`config.mk`:
```
export PLATFORM = sky130hd
export DESIGN_NAME = approx_mult_err_acc
export DESIGN_NICKNAME = d
export VERILOG_FILES = /design/src/rtl/approx_mult_err_acc.sv
export SDC_FILE = /design/constraint.sdc
export NUM_CORES = 1
export LEC_CHECK = 0
export CORE_AREA = 2 2 155 157
export DETAILED_ROUTE_END_ITERATION = 10
export DIE_AREA = 0 0 157 159
export PLACE_DENSITY = 0.59
export SYNTH_ARGS = -nofsm -noshare
export SYNTH_HDL_FRONTEND = slang
export SYNTH_SLANG_ARGS = --single-unit
```
`constraint.sdc`:
```
create_clock -name clk -period 7.3 [get_ports clk]
set_clock_uncertainty 0.1 [all_clocks]
set_input_delay 1.46 -clock clk [delete_from_list [all_inputs] [get_ports clk]]
set_output_delay 1.46 -clock clk [all_outputs]
set_load 0.02 [all_outputs]
```
`src/rtl/approx_mult_err_acc.sv`:
```
// approx_mult_err_acc: error statistics for an unsigned approximate WIDTHxWIDTH multiplier
//
// The block takes operand pairs plus the approximate product and recomputes the exact
// product. Over a window of 2**WINDOW_LOG2 samples it accumulates the sum of absolute
// errors, the largest absolute error and the number of erroneous samples. It then presents
// these results with a valid/ready handshake.
//
// Ports:
//   clk, rst_n        clock (rising edge), asynchronous active-low reset
//   start             begin a window (honoured in IDLE only)
//   busy              high in every state except IDLE
//   in_valid/in_ready sample handshake; x, y operands, z_approx approximate product
//   out_valid/out_ready result handshake; results held stable until accepted
//   sum_abs_err       sum of |x*y - z_approx| over the window
//   max_abs_err       largest |x*y - z_approx| in the window
//   err_count         number of samples with nonzero error
//   sum_signed_err    signed sum of (x*y - z_approx), present only when ERR_BIAS_EN is defined
//
// Configuration macro: ERR_BIAS_EN adds the signed-error accumulator and its port.
module approx_mult_err_acc #(
   parameter int WIDTH       = 8,
   parameter int WINDOW_LOG2 = 8,
   localparam int ACC_W      = 2*WIDTH+WINDOW_LOG2
) (
   input  logic                   clk,
   input  logic                   rst_n,
   input  logic                   start,
   output logic                   busy,
   input  logic                   in_valid,
   output logic                   in_ready,
   input  logic [WIDTH-1:0]       x,
   input  logic [WIDTH-1:0]       y,
   input  logic [2*WIDTH-1:0]     z_approx,
   output logic                   out_valid,
   input  logic                   out_ready,
   output logic [ACC_W-1:0]       sum_abs_err,
   output logic [2*WIDTH-1:0]     max_abs_err,
   output logic [WINDOW_LOG2:0]   err_count
`ifdef ERR_BIAS_EN
   ,
   output logic signed [ACC_W:0]  sum_signed_err
`endif
);
   localparam int PW = 2*WIDTH;
   localparam int CW = WINDOW_LOG2+1;
   typedef enum logic [1:0] {IDLE, RUN, DRAIN, REPORT} state_t;
   state_t state_q, state_d;
   logic [WINDOW_LOG2-1:0] smp_q;
   logic s1_v_q, s2_v_q;
   logic [WIDTH-1:0] x1_q, y1_q;
   logic [PW-1:0] z1_q, exact_d, abs_d, abs_q;
   logic [ACC_W-1:0] sum_q;
   logic [PW-1:0] max_q;
   logic [CW-1:0] cnt_q;
   logic accept, last, clr;
`ifdef ERR_BIAS_EN
   logic [PW:0] diff_d, diff_q;
   logic [ACC_W:0] ssum_q;
`endif
   assign accept = in_valid & in_ready;
   // The window closes on the acceptance of the 2**WINDOW_LOG2-th sample.
   assign last   = accept & (&smp_q);
   assign clr    = (state_q == IDLE) & start;
   always_ff @(posedge clk or negedge rst_n)
      if (!rst_n) state_q <= IDLE;
      else        state_q <= state_d;
   always_comb begin
      state_d = state_q;
      case (state_q)
         IDLE:    if (start) state_d = RUN;
         RUN:     if (last) state_d = DRAIN;
         DRAIN:   if (!s1_v_q && !s2_v_q) state_d = REPORT;
         REPORT:  if (out_ready) state_d = IDLE;
         default: state_d = IDLE;
      endcase
   end
   always_comb begin
      busy      = state_q != IDLE;
      in_ready  = state_q == RUN;
      out_valid = state_q == REPORT;
   end
   // The error magnitude is taken from an ordered subtraction, so it always fits PW bits.
   always_comb begin
      exact_d = PW'(x1_q) * PW'(y1_q);
      abs_d   = exact_d >= z1_q ? exact_d - z1_q : z1_q - exact_d;
   end
`ifdef ERR_BIAS_EN
   assign diff_d = {1'b0, exact_d} - {1'b0, z1_q};
`endif
   always_ff @(posedge clk or negedge rst_n)
      if (!rst_n) begin
         smp_q  <= '0;
         s1_v_q <= 1'b0;
         s2_v_q <= 1'b0;
         x1_q   <= '0;
         y1_q   <= '0;
         z1_q   <= '0;
         abs_q  <= '0;
         sum_q  <= '0;
         max_q  <= '0;
         cnt_q  <= '0;
`ifdef ERR_BIAS_EN
         diff_q <= '0;
         ssum_q <= '0;
`endif
      end else begin
         s1_v_q <= accept;
         s2_v_q <= s1_v_q;
         if (accept) begin
            x1_q <= x;
            y1_q <= y;
            z1_q <= z_approx;
         end
         if (s1_v_q) begin
            abs_q  <= abs_d;
`ifdef ERR_BIAS_EN
            diff_q <= diff_d;
`endif
         end
         if (clr) begin
            smp_q  <= '0;
            sum_q  <= '0;
            max_q  <= '0;
            cnt_q  <= '0;
`ifdef ERR_BIAS_EN
            ssum_q <= '0;
`endif
         end else begin
            if (accept) smp_q <= smp_q + WINDOW_LOG2'(1);
            if (s2_v_q) begin
               sum_q  <= sum_q + ACC_W'(abs_q);
               max_q  <= abs_q > max_q ? abs_q : max_q;
               cnt_q  <= cnt_q + CW'(abs_q != '0);
`ifdef ERR_BIAS_EN
               ssum_q <= ssum_q + {{WINDOW_LOG2{diff_q[PW]}}, diff_q};
`endif
            end
         end
      end
   assign sum_abs_err = sum_q;
   assign max_abs_err = max_q;
   assign err_count   = cnt_q;
`ifdef ERR_BIAS_EN
   assign sum_signed_err = ssum_q;
`endif
endmodule

```
==> key figures <==
Outcome
  – Outcome: completed

Layout
  – Fin cells: 1447
  – Share of cells above drive strength 1: 3.10%
  – Post-route design area: 10600 um2
  – Filler Cell Count: 2312
  – # diodes: 0
  – NumNets Final: 1308
  – P&R area growth vs syn: 15.7%

Timing
  – Final worst setup slack: 716 ps
  – Tmin final: 6580 ps
  – Crit share post-route: 90.2%
  – Hold Fails Final Rpt: 0
  – Fmax: 152 MHz
  – Worst Tran Pin Value: 1130 ps
  – Final setup fails: 0
  – RSZ-0062 raised after global routing: no
  – Slew headroom: 24.6%
  – Final setup TNS: 0 ps
  – Slew Viols, Final: 0

Die
  – Io pins: 89
  – Die Y: 159 um
  – Die footprint: 25000 um2
  – Die Width: 157 um
  – Core area: 23200 um2
  – Site row count: 56
  – Initial core utilization: 39.7%

Route
  – Vias per inst: 5.00
  – Drt total wl: 20600 um
  – Wirelength per Cell: 14.2 um
  – Detail Route Antenna Nets: 0
  – Routed vias: 7229
  – Iter 0 DRT Violations: 270
  – DR pass1 iterations: 4
  – Post-route DRC: 0

Yosys
  – Syn. warnings: 0
  – Mapped Avg Cell Area: 8.75 um2
  – Mapped Nets: 1235
  – Seq cells post-synth: 109
  – Post-synthesis sequential area ratio: 29.6%
  – Syn Inst Count: 1052
  – Netlist Area Pre-Place: 9200 um2
  – Synth unique cells: 60
  – Synth async-reset ratio: 100%
  – Dominant synthesized flop cell: dfrtp_1
  – Post-synth EDFFs: 0

Placed design
  – Dpl ws: 719 ps
  – Placed Cells incl. Taps: 1433
  – Buffers on Ports: 88
  – DP Area: 10400 um2
  – Placer Congestion: 0.827
  – Post-DP HPWL: 15900 um

Setup path
  – CP dominant cell by count: fa_1
  – Critical path origin: x1_q[1]$_DFFE_PN0P_
  – Crit path launch type: register
  – Worst path slowest cell: fa_1
  – CP Data Required Time: 7450 ps
  – CP Max Fanout: 9
  – Worst r2r src: x1_q[1]$_DFFE_PN0P_
  – Critical Path Sink Type: register
  – CP max stage delay: 550 ps
  – Crit-path leading delay family: adder cells
  – Class of the most critical setup path: register to register
  – Arrival time at the worst endpoint: 6730 ps
  – Crit-path cells: and2_1 > fa_1 > fa_1 > inv_1 > fa_1 > fa_1 > inv_1 > ha_1 > a21oi_1 > nor2b_1 > o211ai_1 > nand2_1 > a41oi_1 > nor2b_1 > xnor2_1 > ha_1 > a21oi_1 > o21ai_0 > o32ai_2 > a21oi_4 > mux2_2 > a21oi_2 > xnor2_1 > mux2_2
  – WP buf/inv: 2

Worst hold path
  – Hold/Removal Path Class: register to register
  – Hold path start: smp_q[1]$_DFFE_PN0P_

GRT
  – Vias in the first global route: 7041
  – First-pass GRT wire length: 34600 um
  – GRT Resource Usage Total: 17.0%
  – Grt ovf: 0
  – Initial antenna violation count: 0
  – Largest net degree at the start of global routing: 61

Clocking
  – Post-CTS setup buffer count: 0
  – Clock slew at reported path FFs: 70 ps
  – Clock Sinks: 109
  – CTS tree: done
  – Num CTS Buffers: 9
  – Latest clock arrival within the worst-skew pair: 360 ps
  – CTS resizes: 0
  – H-tree depth: 3
  – CTS max path bufs: 2
  – CTS Hold Buffers Added: 0
  – Root buf cell: clkbuf_16

Job
  – Max cap viols: 0
worst register-to-register path, cell delays in order (launching register included):
cell and delay (ps):
dfrtp_1 450, and2_1 210, fa_1 460, fa_1 550
inv_1 60, fa_1 460, fa_1 540, inv_1 40
ha_1 320, a21oi_1 220, nor2b_1 100, o211ai_1 170
nand2_1 100, a41oi_1 250, nor2b_1 250, xnor2_1 90
ha_1 430, a21oi_1 120, o21ai_0 310, o32ai_2 150
a21oi_4 260, mux2_2 380, a21oi_2 120, xnor2_1 80
mux2_2 260
cells by family after synthesis:
family / share of synthesized area (%)
flops: 29.6
compound gates: 14.6
simple gates: 17.9
fa+ha+maj: 23.0
xor+xnor: 4.38
mux: 4.07
buf+inv: 6.36
synth_stat cells (11+ instances only):
cell type	n	area share [%]
clkbuf_1	19	0.78
nand4_1	11	0.75
fa_1	39	8.5
dfrtp_1	109	30
ha_1	107	15
o21ai_0	51	2.8
nor2_1	82	3.3
nand2_1	123	5.0
xor2_1	17	1.6
or3_1	11	0.75
nand3_1	11	0.60
mux2i_1	34	3.7
inv_1	118	4.8
xnor2_1	29	2.8
nor3_1	15	0.82
and2_1	56	3.8
a21oi_1	72	3.9
a21o_1	29	2.4
metal layers:
metal	share of wire [%]	vias up	GRT usage, %
met5	0	-	0
met1	48	3405	23.5
met3	3.5	20	3.10
met2	47	119	27.7
met4	1.4	0	3.59
li1	-	3685	-
stage by stage:
stage / hold WS, ps / util (%)
3_3_place_gp: 428 / 44.8
6_report: 448 / 45.9
3_5_place_dp: 431 / 44.8
2_1_floorplan: 319 / -
4_1_cts: 451 / 45.9
5_1_grt: 486 / 45.9
worst paths after layout:
check,endpoint,slack (ps),depth (start not counted)
min,smp_q[1]$_DFFE_PN0P_,450,2
max reg2reg,abs_q[10]$_DFFE_PN0P_,720,24
min in group asynchronous,sum_abs_err[18]$_DFFE_PN0P_,1020,1
min reg2reg,smp_q[1]$_DFFE_PN0P_,450,2
max in group asynchronous,abs_q[6]$_DFFE_PN0P_,4800,2
max,abs_q[10]$_DFFE_PN0P_,720,24
sequential cells by signal (all words and copies together), names as in the netlist, 8 cells and up:
signal / flops
sum_abs_err: 24
err_count: 9
smp_q: 8
abs_q: 16
max_abs_err: 16
y1_q: 8
x1_q: 8
z1_q: 16
layout by cell type (no fill, tap or decap), types with 5 or more instances in the layout:
cell	netlist	layout
a211oi_1	9	9
a21o_1	29	29
a21oi_1	72	72
a31oi_1	10	10
and2_1	56	55
and3_1	10	10
buf_4	1	7
clkbuf_16	0	9
clkdlybuf4s50_1	0	87
dfrtp_1	109	109
fa_1	39	39
ha_1	107	107
inv_1	118	118
mux2i_1	34	34
nand2_1	123	123
nand2b_1	5	5
nand3_1	11	11
nand4_1	11	11
nor2_1	82	82
nor2b_1	10	10
nor3_1	15	15
nor4_1	6	6
o21a_1	10	10
o21ai_0	51	51
or3_1	11	11
xnor2_1	29	29
xor2_1	17	17
cell type report:
class / instances / area, um2 / area share [%]
Clock buffer: 11 / 233 / 2.19
Clock inverter: 3 / 25.0 / 0.235
Tap cell: 319 / 399 / 3.75
Multi-Input combinational cell: 792 / 5890 / 55.3
Inverter: 119 / 447 / 4.20
Sequential cell: 109 / 2730 / 25.6
Timing Repair Buffer: 94 / 923 / 8.67
Power is left out: the tool's default activity adds up to more than one toggle a clock period on the data nets, which glitch-free logic cannot reach.
